**src/rtl/iomem_slot_arbiter_if.sv**
```systemverilog
// PicoSoC iomem bus plus the peripheral slot bank it is sequenced onto.
// The slave modport is the arbiter's view; master is the CPU/peripheral side.
interface iomem_slot_arbiter_if #(
  parameter int unsigned NUM_SLOTS = 8
);
  logic                      iomem_valid;
  logic                      iomem_ready;
  logic [3:0]                iomem_wstrb;
  logic [31:0]               iomem_addr;
  logic [31:0]               iomem_wdata;
  logic [31:0]               iomem_rdata;
  logic [NUM_SLOTS-1:0]      p_sel;
  logic [3:0]                p_wstrb;
  logic [7:0]                p_addr;
  logic [31:0]               p_wdata;
  logic [32*NUM_SLOTS-1:0]   p_rdata;
  logic [NUM_SLOTS-1:0]      p_ready;

  modport slave (
    input  iomem_valid, iomem_wstrb, iomem_addr, iomem_wdata, p_rdata, p_ready,
    output iomem_ready, iomem_rdata, p_sel, p_wstrb, p_addr, p_wdata
  );

  modport master (
    output iomem_valid, iomem_wstrb, iomem_addr, iomem_wdata, p_rdata, p_ready,
    input  iomem_ready, iomem_rdata, p_sel, p_wstrb, p_addr, p_wdata
  );
endinterface

```
**src/rtl/iomem_slot_arbiter.sv**
```systemverilog
// Decodes one iomem window into NUM_SLOTS peripheral slots, one transaction at a time,
// with error responses for unmapped slots and stalled peripherals.
module iomem_slot_arbiter #(
  parameter int unsigned NUM_SLOTS = 8,
  parameter logic [15:0] BASE_ADDR = 16'h0300,
  parameter int unsigned TIMEOUT   = 255,
  parameter logic [31:0] ERR_DATA  = 32'hDEADBEEF
) (
  input  logic                    clk,
  input  logic                    reset,
  iomem_slot_arbiter_if.slave     bus,
  output logic [7:0]              err_count,
  output logic [31:0]             last_err_addr
);

  typedef enum logic [1:0] {StIdle, StAccess, StError, StResp} state_e;

  localparam logic [7:0] TimeoutM1 = 8'(TIMEOUT - 1);

  state_e               state_q, state_d;
  logic [NUM_SLOTS-1:0] p_sel_q, p_sel_d;
  logic [3:0]           wstrb_q, wstrb_d;
  logic [31:0]          addr_q, addr_d;
  logic [31:0]          wdata_q, wdata_d;
  logic [31:0]          rdata_q, rdata_d;
  logic [7:0]           cnt_q, cnt_d;
  logic [7:0]           err_cnt_q, err_cnt_d;
  logic [31:0]          last_err_q, last_err_d;

  logic [31:0]          slot_rdata;
  logic                 sel_ready;
  logic                 slot_mapped;

  // p_sel_q is one-hot and held for the whole access, so it doubles as the slot mux select.
  always_comb begin
    slot_rdata = '0;
    for (int i = 0; i < NUM_SLOTS; i++) begin
      if (p_sel_q[i]) slot_rdata = bus.p_rdata[32*i +: 32];
    end
  end

  assign sel_ready   = |(bus.p_ready & p_sel_q);
  assign slot_mapped = {24'd0, bus.iomem_addr[15:8]} < NUM_SLOTS;

  always_comb begin
    state_d    = state_q;
    p_sel_d    = p_sel_q;
    wstrb_d    = wstrb_q;
    addr_d     = addr_q;
    wdata_d    = wdata_q;
    rdata_d    = rdata_q;
    cnt_d      = cnt_q;
    err_cnt_d  = err_cnt_q;
    last_err_d = last_err_q;

    unique case (state_q)
      StIdle: begin
        cnt_d = '0;
        if (bus.iomem_valid && bus.iomem_addr[31:16] == BASE_ADDR) begin
          wstrb_d = bus.iomem_wstrb;
          addr_d  = bus.iomem_addr;
          wdata_d = bus.iomem_wdata;
          if (slot_mapped) begin
            p_sel_d = NUM_SLOTS'(1) << bus.iomem_addr[15:8];
            state_d = StAccess;
          end else begin
            state_d = StError;
          end
        end
      end
      StAccess: begin
        // A ready arriving on the timeout cycle still completes normally.
        if (sel_ready) begin
          rdata_d = slot_rdata;
          p_sel_d = '0;
          state_d = StResp;
        end else if (cnt_q == TimeoutM1) begin
          p_sel_d = '0;
          state_d = StError;
        end else begin
          cnt_d = cnt_q + 8'd1;
        end
      end
      StError: begin
        rdata_d    = ERR_DATA;
        last_err_d = addr_q;
        p_sel_d    = '0;
        if (err_cnt_q != 8'hFF) err_cnt_d = err_cnt_q + 8'd1;
        state_d    = StResp;
      end
      StResp: begin
        cnt_d   = '0;
        state_d = StIdle;
      end
      default: state_d = StIdle;
    endcase
  end

  always_ff @(posedge clk or posedge reset) begin
    if (reset) begin
      state_q    <= StIdle;
      p_sel_q    <= '0;
      wstrb_q    <= '0;
      addr_q     <= '0;
      wdata_q    <= '0;
      rdata_q    <= '0;
      cnt_q      <= '0;
      err_cnt_q  <= '0;
      last_err_q <= '0;
    end else begin
      state_q    <= state_d;
      p_sel_q    <= p_sel_d;
      wstrb_q    <= wstrb_d;
      addr_q     <= addr_d;
      wdata_q    <= wdata_d;
      rdata_q    <= rdata_d;
      cnt_q      <= cnt_d;
      err_cnt_q  <= err_cnt_d;
      last_err_q <= last_err_d;
    end
  end

  // Ready decodes straight from state so an async reset drops it immediately.
  assign bus.iomem_ready = (state_q == StResp);
  assign bus.iomem_rdata = rdata_q;
  assign bus.p_sel       = p_sel_q;
  assign bus.p_wstrb     = wstrb_q;
  assign bus.p_addr      = addr_q[7:0];
  assign bus.p_wdata     = wdata_q;
  assign err_count       = err_cnt_q;
  assign last_err_addr   = last_err_q;

endmodule

```
**src/flat_wrapper.sv**
```systemverilog
// flat-port wrapper written by rule: the top's interface ports become plain ports
module iomem_slot_arbiter_flat 
#(
  parameter int unsigned NUM_SLOTS = 8,
  parameter logic [15:0] BASE_ADDR = 16'h0300,
  parameter int unsigned TIMEOUT   = 255,
  parameter logic [31:0] ERR_DATA  = 32'hDEADBEEF
)
  (clk, reset, err_count, last_err_addr, bus_iomem_valid, bus_iomem_wstrb, bus_iomem_addr, bus_iomem_wdata, bus_p_rdata, bus_p_ready, bus_iomem_ready, bus_iomem_rdata, bus_p_sel, bus_p_wstrb, bus_p_addr, bus_p_wdata);
  iomem_slot_arbiter_if #(.NUM_SLOTS(NUM_SLOTS)) bus_i ();
  input  logic clk;
  input  logic reset;
  output logic [7:0] err_count;
  output logic [31:0] last_err_addr;
  input wire logic [$bits(bus_i.iomem_valid)-1:0] bus_iomem_valid;
  input wire logic [$bits(bus_i.iomem_wstrb)-1:0] bus_iomem_wstrb;
  input wire logic [$bits(bus_i.iomem_addr)-1:0] bus_iomem_addr;
  input wire logic [$bits(bus_i.iomem_wdata)-1:0] bus_iomem_wdata;
  input wire logic [$bits(bus_i.p_rdata)-1:0] bus_p_rdata;
  input wire logic [$bits(bus_i.p_ready)-1:0] bus_p_ready;
  output wire logic [$bits(bus_i.iomem_ready)-1:0] bus_iomem_ready;
  output wire logic [$bits(bus_i.iomem_rdata)-1:0] bus_iomem_rdata;
  output wire logic [$bits(bus_i.p_sel)-1:0] bus_p_sel;
  output wire logic [$bits(bus_i.p_wstrb)-1:0] bus_p_wstrb;
  output wire logic [$bits(bus_i.p_addr)-1:0] bus_p_addr;
  output wire logic [$bits(bus_i.p_wdata)-1:0] bus_p_wdata;
  assign bus_i.iomem_valid = bus_iomem_valid;
  assign bus_i.iomem_wstrb = bus_iomem_wstrb;
  assign bus_i.iomem_addr = bus_iomem_addr;
  assign bus_i.iomem_wdata = bus_iomem_wdata;
  assign bus_i.p_rdata = bus_p_rdata;
  assign bus_i.p_ready = bus_p_ready;
  assign bus_iomem_ready = bus_i.iomem_ready;
  assign bus_iomem_rdata = bus_i.iomem_rdata;
  assign bus_p_sel = bus_i.p_sel;
  assign bus_p_wstrb = bus_i.p_wstrb;
  assign bus_p_addr = bus_i.p_addr;
  assign bus_p_wdata = bus_i.p_wdata;
  iomem_slot_arbiter #(.NUM_SLOTS(NUM_SLOTS), .BASE_ADDR(BASE_ADDR), .TIMEOUT(TIMEOUT), .ERR_DATA(ERR_DATA)) u_core (.clk(clk), .reset(reset), .bus(bus_i), .err_count(err_count), .last_err_addr(last_err_addr));
endmodule
```
**config.mk**
```make
export PLATFORM = sky130hd
export DESIGN_NAME = iomem_slot_arbiter_flat
export DESIGN_NICKNAME = d
export VERILOG_FILES = /design/src/rtl/iomem_slot_arbiter_if.sv /design/src/rtl/iomem_slot_arbiter.sv /design/src/flat_wrapper.sv
export SDC_FILE = /design/constraint.sdc
export NUM_CORES = 1
export LEC_CHECK = 0
export CAP_MARGIN = 15
export CORE_AREA = 2 2 179 181
export CTS_CLUSTER_DIAMETER = 120
export DETAILED_ROUTE_END_ITERATION = 8
export DIE_AREA = 0 0 181 183
export GPL_TIMING_DRIVEN = 0
export PLACE_DENSITY_LB_ADDON = 0.3
export SETUP_SLACK_MARGIN = 0.2
export SYNTH_ARGS = -nofsm -noshare
export SYNTH_HDL_FRONTEND = slang
export SYNTH_SLANG_ARGS = --single-unit
export TNS_END_PERCENT = 20
```
**constraint.sdc**
```tcl
create_clock -name clk -period 4.9 [get_ports clk]
set_input_delay 0.98 -clock clk [delete_from_list [all_inputs] [get_ports clk]]
set_output_delay 0.98 -clock clk [all_outputs]
set_load 0.05 [all_outputs]
```
==> impl_metrics.tcl, run 1 <==
set metrics [dict create \
    rsz0062_at_grt "false" \
    hold_viol 0 \
    dieHeight_um 183 \
    root_buffer "clkbuf_16" \
    end_kind "flop" \
    synth.distinct_cells 48 \
    max-slew-margin-rel 0.350 \
    dieArea_sq_um 33100 \
    cp.arrival_ps 3360 \
    async_flop_share 1.00 \
    antenna_found_initial 3 \
    num_vias 8222 \
    final_cells 1682 \
    setup_viol 0 \
    synth_top_area_frac 0.494 \
    yosysWarningCount 0 \
    htree_num_levels 4 \
    netlist_area_sq_um 8000 \
    ys_ff_latch 158 \
    fin_util 0.441 \
    slew_violations 0 \
    grt_max_degree 42 \
    fp-row-count 65 \
    yosys-top-cells-count "dfrtp_1, mux2_2, nor2_1" \
    drc_errors 0 \
    min_path_type "reg2reg" \
    wl_per_cell_um 21.1 \
    grt_pass1_vias 8535 \
    viasPerCell 4.89 \
    post_cts_buffers 0 \
    antenna_left 0 \
    cts_sinks 158 \
    die_width_um 181 \
    clk_latency_ps 430 \
    yosysMostFrequentCell "dfrtp_1" \
    period_share 0.629 \
    clk_pin_slew_ps 70 \
    core_sq_um 31200 \
    dr.first_iter.drc_count 399 \
    worst-path-max-fanout 10 \
    n_fill_cell 3051 \
    drt-pass1-iter-count 4 \
    cap_violations 0 \
    start_util 0.256 \
    port_buffers 459 \
    grt_pass1_wl_mm 51.3 \
    start_kind "primary input" \
    routed_wl_mm 35.4 \
    gp_congestion 0.946 \
    powerDensity_nw_per_um2 278 \
    io_pins 460 \
    placedCellCount 1647 \
    skew_ps 10.0 \
    post_cts_resized 0 \
    area_growth_syn_to_layout_pct 72.1 \
    syn_inst 782 \
    synth_edf_count 0 \
    dp_hpwl_mm 28.6 \
    holdBufCountCts 0 \
    numCtsBuffers 17 \
    grt.overflow.total 0 \
    fin_setup_tns_ps 0 \
    fmax_ghz 0.325 \
    critPathRequiredTime_ps 5180 \
    vdd_drop_max_v 0.000228 \
    num-nets-final 1606 \
    p_leak_nw 5.60 \
    yosys-top-cells-area "dfrtp_1, mux2_2, o22ai_1" \
    crit_type "in2reg" \
    synth-seq-area-share 0.494 \
    rr_worst_depth 8 \
    hold_depth 1 \
    fin_crit_ps 3080 \
    tightest_slew_ps 948 \
    status "complete, no violations" \
    synth_top_area_cell "dfrtp_1" \
    grt_usage 0.206 \
    synth.avg_cell_area_sq_um 10.2 \
    cts_max_path_buffers 2 \
    synthFlopType "dfrtp_1" \
    tritoncts "yes" \
    syn_nets 1124 \
    drive_gt1_frac 0.114 \
]
registers in the layout (all words and copies together), names as in the netlist:
signal and cells:
u_core.bus.iomem_rdata 32, u_core.err_count 8, u_core.last_err_addr 32, u_core.bus.p_wdata 32, u_core.state_q 2, u_core.cnt_q 8
u_core.addr_q 32, u_core.bus.p_sel 8, u_core.bus.p_wstrb 4
kinds of logic (layout without fill, tap and decap cells):
| logic type | count (synthesis) | in the layout | share of synthesized area |
|---|---|---|---|
| AND/OR/NAND/NOR | 217 | 217 | 0.130 |
| multiplexers | 94 | 94 | 0.136 |
| other | 0 | 3 | 0 |
| AO/OA/AOI/OAI | 224 | 224 | 0.182 |
| adder cells (fa/ha/maj) | 7 | 7 | 0.0110 |
| flip-flops | 158 | 158 | 0.494 |
| buffers and inverters | 76 | 571 | 0.0404 |
| XOR/XNOR | 6 | 6 | 0.00657 |
stage by stage:
| step | cell area (sq um) | hold slack (ps) | setup WS [ps] | power, W |
|---|---|---|---|---|
| CTS | 13800 | 482 | 1740 | 0.00389 |
| global placement | 13100 | 444 | 291 | 0.00254 |
| floorplan | 8000 | 428 | 1920 | 0.00202 |
| global route | 13800 | 499 | 1680 | 0.00403 |
| detailed placement | 13200 | 463 | 1290 | 0.00255 |
| finish | 13800 | 478 | 1820 | 0.00383 |
metal layers:
metal / up-vias / share of wire / global-route usage
met2: 356 / 0.51 / 0.370
li1: 3862 / - / -
met1: 3944 / 0.37 / 0.221
met5: - / 0.00031 / 0
met3: 58 / 0.090 / 0.0749
met4: 2 / 0.032 / 0.0807
cell usage in the layout (no fill, tap or decap), drive strengths merged, types with 2 or more instances in the layout:
cell	count
clkinvlp	3
nor2	70
nor4	2
nor4bb	2
mux2	93
nor3	34
a22oi	36
nand2	56
xor2	2
a21oi	26
a32oi	8
inv	16
and2	14
nand3	11
clkinv	4
clkbuf	68
a31oi	25
nand4	5
a211o	2
or3	3
o221ai	9
clkdlybuf4s50	459
diode	3
dfrtp	158
xnor2	4
buf	21
nor2b	2
a221oi	9
or4b	3
o21ai	40
nand2b	7
o22ai	56
ha	7
o211ai	8
nand3b	2
power by group:
group / switching, W / total (W) / internal, W
clock: 0.000630 / 0.00131 / 0.000680
sequential: 0.0000541 / 0.00140 / 0.00135
combinational: 0.000592 / 0.00111 / 0.000520
worst max-delay path: stages:
cell and delay, ps:
clkdlybuf4s50_1 400, a22oi_1 380, nand4_1 390, and3b_1 320, clkbuf_1 190, clkbuf_1 310
a32oi_1 250, o21ai_0 130
area by class of cell:
cell class | instances | area [sq um] | area share
tap | 402 | 503 | 0.0365
sequential | 158 | 3950 | 0.287
buffer | 67 | 289 | 0.0210
clock buffer | 18 | 429 | 0.0312
timing repair buffer | 463 | 4670 | 0.340
clock inverter | 14 | 148 | 0.0107
antenna | 3 | 7.51 | 0.000545
inverter | 9 | 37.5 | 0.00273
multi-input combinational | 548 | 3720 | 0.270
final timing paths:
path / to / from / slack (ps)
worst max-delay path: u_core.bus.iomem_rdata[17] / bus_p_ready[4] / 1820
worst min-delay path: u_core.addr_q[25] / u_core.addr_q[25] / 480
worst max register to register: u_core.bus.iomem_rdata[27] / u_core.bus.p_sel[1] / 2190
worst min register to register: u_core.addr_q[25] / u_core.addr_q[25] / 480
max in group asynchronous: u_core.bus.iomem_rdata[30] / reset / 3180
min in group asynchronous: u_core.bus.p_wdata[1] / reset / 930
Note: power is estimated with default switching activity, not from simulation.
==> run 2, diff against run 1 <==
clock period = 2.7 ns   (was 4.9 ns; I/O delays follow)
==> run 2 against run 1 <==
  * Global-route usage about the same
  * Cell area up 0.18%
  * Non-clock buffer count rose by 1
  * Sequential share of layout area is 0.052 points lower
  * Hold slack barely moved
  * Clock-buffer cell count unchanged
  * Via count down 0.27%
  * Sequential cell count is the same
  * Highest routed layer unchanged
  * Routed wire length decreased by 0.18%
  * Final cell count about the same
==> impl_metrics.tcl, run 2 (synthesis results as in run 1) <==
set metrics [dict create \
    finalPower_w 0.00694 \
    grt.overflow.total 0 \
    cap_violations 0 \
    status "complete, no violations" \
    root_buffer "clkbuf_16" \
    fp-row-count 65 \
    crit_chain "clkdlybuf4s50_1" \
    fin_setup_tns_ps 0 \
    rr_worst_depth 8 \
    r2r-end "u_core.bus.p_sel[5]" \
    dp_slack_ps -466 \
    powerDensity_nw_per_um2 503 \
    htree_num_levels 4 \
    layout_setup_ws_ps 226 \
    critPathTopFamily "buffers and inverters" \
    core_sq_um 31200 \
    die_width_um 181 \
    r2r_start "u_core.bus.p_sel[7]" \
    crit_buf_inv 1 \
    vdd_drop_max_v 0.000410 \
    cts_sinks 158 \
    holdBufCountCts 0 \
    dr.first_iter.drc_count 407 \
    setup_viol 0 \
    wl_per_cell_um 21.0 \
    io_pins 460 \
    start_kind "flop" \
    period_share 0.916 \
    dieHeight_um 183 \
    fin_crit_ps 2470 \
    min_path_type "reg2reg" \
    drive_gt1_frac 0.123 \
    hold_end "u_core.addr_q[25]" \
    worst-path-max-fanout 8 \
    grt_pass1_wl_mm 51.3 \
    tritoncts "yes" \
    viasPerCell 4.87 \
    end_kind "primary output" \
    critPathRequiredTime_ps 2160 \
    hold_depth 1 \
    cp.arrival_ps 1930 \
    grt_max_degree 42 \
    regToRegSetupSlack_ps 310 \
    dieArea_sq_um 33100 \
    antenna_left 0 \
    routed_wl_mm 35.4 \
    hold_viol 0 \
    dp_hpwl_mm 28.6 \
    drt-pass1-iter-count 4 \
    slew_violations 0 \
    final_cell_mix "clkdlybuf4s50_1, dfrtp_1, mux2_2" \
    p_leak_nw 5.63 \
    start_util 0.256 \
    port_buffers 459 \
    mostFrequentLayoutCell "clkdlybuf4s50_1" \
    grt_usage 0.206 \
    cpPeakStageDelay_ps 910 \
    cp.depth 1 \
    placedCellCount 1647 \
    clk_pin_slew_ps 70 \
    clk_latency_ps 420 \
    fmax_ghz 0.404 \
    min-delay-start "u_core.addr_q[25]" \
    cts_max_path_buffers 2 \
    numCtsBuffers 17 \
    drc_errors 0 \
    rsz0062_at_grt "true" \
    num-nets-final 1607 \
    crit_slowest_cell "clkdlybuf4s50_1" \
    area_growth_syn_to_layout_pct 72.4 \
    grt_pass1_vias 8541 \
    crit_type "reg2out" \
    final_cells 1683 \
    max-slew-margin-rel 0.358 \
    skew_ps 9.97 \
    gp_congestion 0.946 \
    whs_ps 478 \
    tightest_slew_ps 936 \
    antenna_found_initial 3 \
    num_vias 8200 \
]
-- run 2: changes by cell type in the layout (fill, tap and decap cells not counted), sizes merged --
cell | previous run | this run
buf | 21 | 23
clkbuf | 68 | 67
-- run 2: where the power goes --
part	switching (W)	internal [W]
logic	0.00107	0.000946
registers	0.0000983	0.00245
clock network	0.00114	0.00123
-- run 2: repair_timing --
item | CTS | global route
resized for setup | 5 | 13
setup buffers | 1 | 0
endpoints found under the setup margin | 48 | 66
pin swaps | 1 | 0
-- run 2: worst max path at each step --
stage                              startpoint                         end
after floorplan                         reset            u_core.addr_q[0]
after global placement                  reset       u_core.bus.p_wdata[5]
after detailed placement       bus_p_ready[4]  u_core.bus.iomem_rdata[17]
after CTS                 u_core.bus.p_sel[5]   u_core.bus.iomem_rdata[1]
after global routing        u_core.state_q[0]     u_core.last_err_addr[6]
final                     u_core.bus.p_sel[3]                bus_p_sel[3]
-- run 2: layout make-up --
| class | instances | area [sq um] |
|---|---|---|
| fill | 3049 | 17400 |
| timing repair buffer | 464 | 4680 |
| sequential | 158 | 3950 |
| multi-input combinational | 548 | 3730 |
| tap | 402 | 503 |
| clock buffer | 18 | 429 |
| buffer | 67 | 302 |
| clock inverter | 14 | 148 |
| inverter | 9 | 37.5 |
| antenna | 3 | 7.51 |
-- run 2: per-layer routing --
layer | vias to the layer above | share of wire | wire, um | GRT usage
li1 | 3866 | - | - | -
met1 | 3940 | 0.37 | 13100 | 0.221
met2 | 335 | 0.51 | 17900 | 0.370
met3 | 57 | 0.090 | 3180 | 0.0749
met4 | 2 | 0.032 | 1150 | 0.0807
met5 | - | 0.00031 | 11 | 0
-- run 2: worst register-to-register path: cells and delay by family, from the launching register on --
family / cells / cell delay (ps)
AO/OA/AOI/OAI: 2 / 430
buffers and inverters: 3 / 610
flip-flops: 1 / 400
multiplexers: 1 / 310
AND/OR/NAND/NOR: 2 / 530
-- run 2: metrics by stage --
stage,utilization,cell area [sq um]
floorplan,-,8000
global placement,0.419,13100
detailed placement,0.422,13200
CTS,0.441,13800
global route,0.441,13800
finish,0.442,13800
==> run 3, diff against run 2 <==
PLACE_DENSITY_LB_ADDON = not set   (was 0.3)
==> run 3 against run 2 <==
  * First-iteration DRC count is 3.9% lower
  * Sequential power hardly changed
  * Fmax is 0.81% higher
  * Global-route usage is 0.41 points higher
  * Highest routed layer is now met4
  * Critical path depth is 7 higher
  * Critical endpoint is now u_core.bus.iomem_rdata[17]
  * Cell area is 0.18% higher
  * Combinational power hardly changed
  * Hold slack worse by 34 ps
==> impl_metrics.tcl, run 3 (synthesis results as in run 1) <==
set metrics [dict create \
    status "complete, no violations" \
    cts_max_path_buffers 2 \
    dieArea_sq_um 33100 \
    cts_sinks 158 \
    numCtsBuffers 17 \
    antenna_found_initial 4 \
    fin_util 0.442 \
    p_leak_nw 5.64 \
    whs_ps 444 \
    worst-path-max-fanout 10 \
    final_cell_mix "clkdlybuf4s50_1, dfrtp_1, mux2_2" \
    wl_per_cell_um 21.4 \
    placed_area_sq_um 13200 \
    slew_violations 0 \
    dr.first_iter.drc_count 391 \
    fp-row-count 65 \
    period_share 0.909 \
    grt_usage 0.210 \
    start_kind "flop" \
    viasPerCell 4.89 \
    rsz0062_at_grt "true" \
    fin_setup_tns_ps 0 \
    die_width_um 181 \
    max-slew-margin-rel 0.356 \
    critPathRequiredTime_ps 2990 \
    skew_ps 20.3 \
    root_buffer "clkbuf_16" \
    drive_gt1_frac 0.126 \
    antenna_left 0 \
    io_pins 460 \
    num-nets-final 1606 \
    grt_pass1_vias 8587 \
    crit_type "reg2reg" \
    hold_viol 0 \
    cp.arrival_ps 2740 \
    holdBufCountCts 0 \
    routed_wl_mm 36.0 \
    gp_congestion 0.870 \
    cap_violations 0 \
    core_sq_um 31200 \
    dp_hpwl_mm 28.6 \
    tritoncts "yes" \
    drt-pass1-iter-count 4 \
    grt_max_degree 42 \
    grt_pass1_wl_mm 52.6 \
    end_kind "flop" \
    setup_viol 0 \
    num_vias 8221 \
    start_util 0.256 \
    port_buffers 459 \
    area_growth_syn_to_layout_pct 72.7 \
    powerDensity_nw_per_um2 515 \
    drc_errors 0 \
    fmax_ghz 0.407 \
    fin_crit_ps 2450 \
    fin_area_sq_um 13800 \
    grt.overflow.total 0 \
    mostFrequentLayoutCell "clkdlybuf4s50_1" \
    min_path_type "in2async" \
    clk_latency_ps 420 \
    vdd_drop_max_v 0.000387 \
    htree_num_levels 4 \
    dieHeight_um 183 \
    clk_pin_slew_ps 70 \
    tightest_slew_ps 939 \
]
run 3: cell types whose count changed in the layout (fill, tap and decap cells not counted), sizes merged:
cell,previous run,this run
buf,23,20
clkbuf,67,68
bufinv,0,2
clkinv,4,1
diode,3,4
clkinvlp,3,4
run 3: path summary, 6_finish.rpt:
| check | from | end | slack (ps) | depth (start not counted) |
|---|---|---|---|---|
| min in group clk | u_core.addr_q[24] | u_core.addr_q[24] | 470 | 1 |
| min reg2reg | u_core.addr_q[24] | u_core.addr_q[24] | 470 | 1 |
| max reg2reg | u_core.bus.p_sel[1] | u_core.bus.iomem_rdata[17] | 250 | 8 |
| min | reset | u_core.bus.iomem_rdata[25] | 440 | 2 |
| max in group asynchronous | reset | u_core.bus.p_wdata[7] | 950 | 6 |
| max | u_core.bus.p_sel[1] | u_core.bus.iomem_rdata[17] | 250 | 8 |
run 3: layout make-up:
type / count / area [sq um]
clock buffers: 17 / 425
repair buffers: 463 / 4670
diodes: 4 / 10.0
inverters: 9 / 37.5
clock inverters: 14 / 171
flip-flops and latches: 158 / 3960
well taps: 402 / 503
fillers: 3018 / 17400
plain buffers: 67 / 305
multi-input cells: 548 / 3730
run 3: timing repair:
action / 4_1_cts / 5_1_grt
setup endpoints to repair: 64 / 81
buffers inserted: 0 / 0
gates resized for setup: 9 / 12
run 3: stage by stage:
step	setup slack, ps	instances	total power, W
after floorplan	159	782	0.00366
after global placement	-1430	1643	0.00463
after detailed placement	-433	1647	0.00465
after CTS	111	1678	0.00721
after global routing	90.2	1682	0.00748
final	246	1682	0.00711
run 3: power by group:
part	internal, W	total [W]	switching (W)	leakage [nW]
combinational	0.000949	0.00203	0.00109	3.30
clock	0.00140	0.00252	0.00113	0.283
sequential	0.00245	0.00256	0.000105	2.07
total	0.00480	0.00711	0.00232	5.64
run 3: layer usage:
metal,up-vias,routed length (um),track usage
met5,-,0,0
met4,0,1010,0.0670
met3,46,2910,0.0665
met2,352,17600,0.365
met1,3966,14500,0.248
li1,3857,-,-
run 3: critical path, cell delays in order (launching register included):
cell and delay, ps:
dfrtp_1 380, clkbuf_2 240, a22oi_1 310, nand4_1 290
and3b_1 280, clkbuf_1 200, clkbuf_2 270, a32oi_1 240
o21ai_0 110
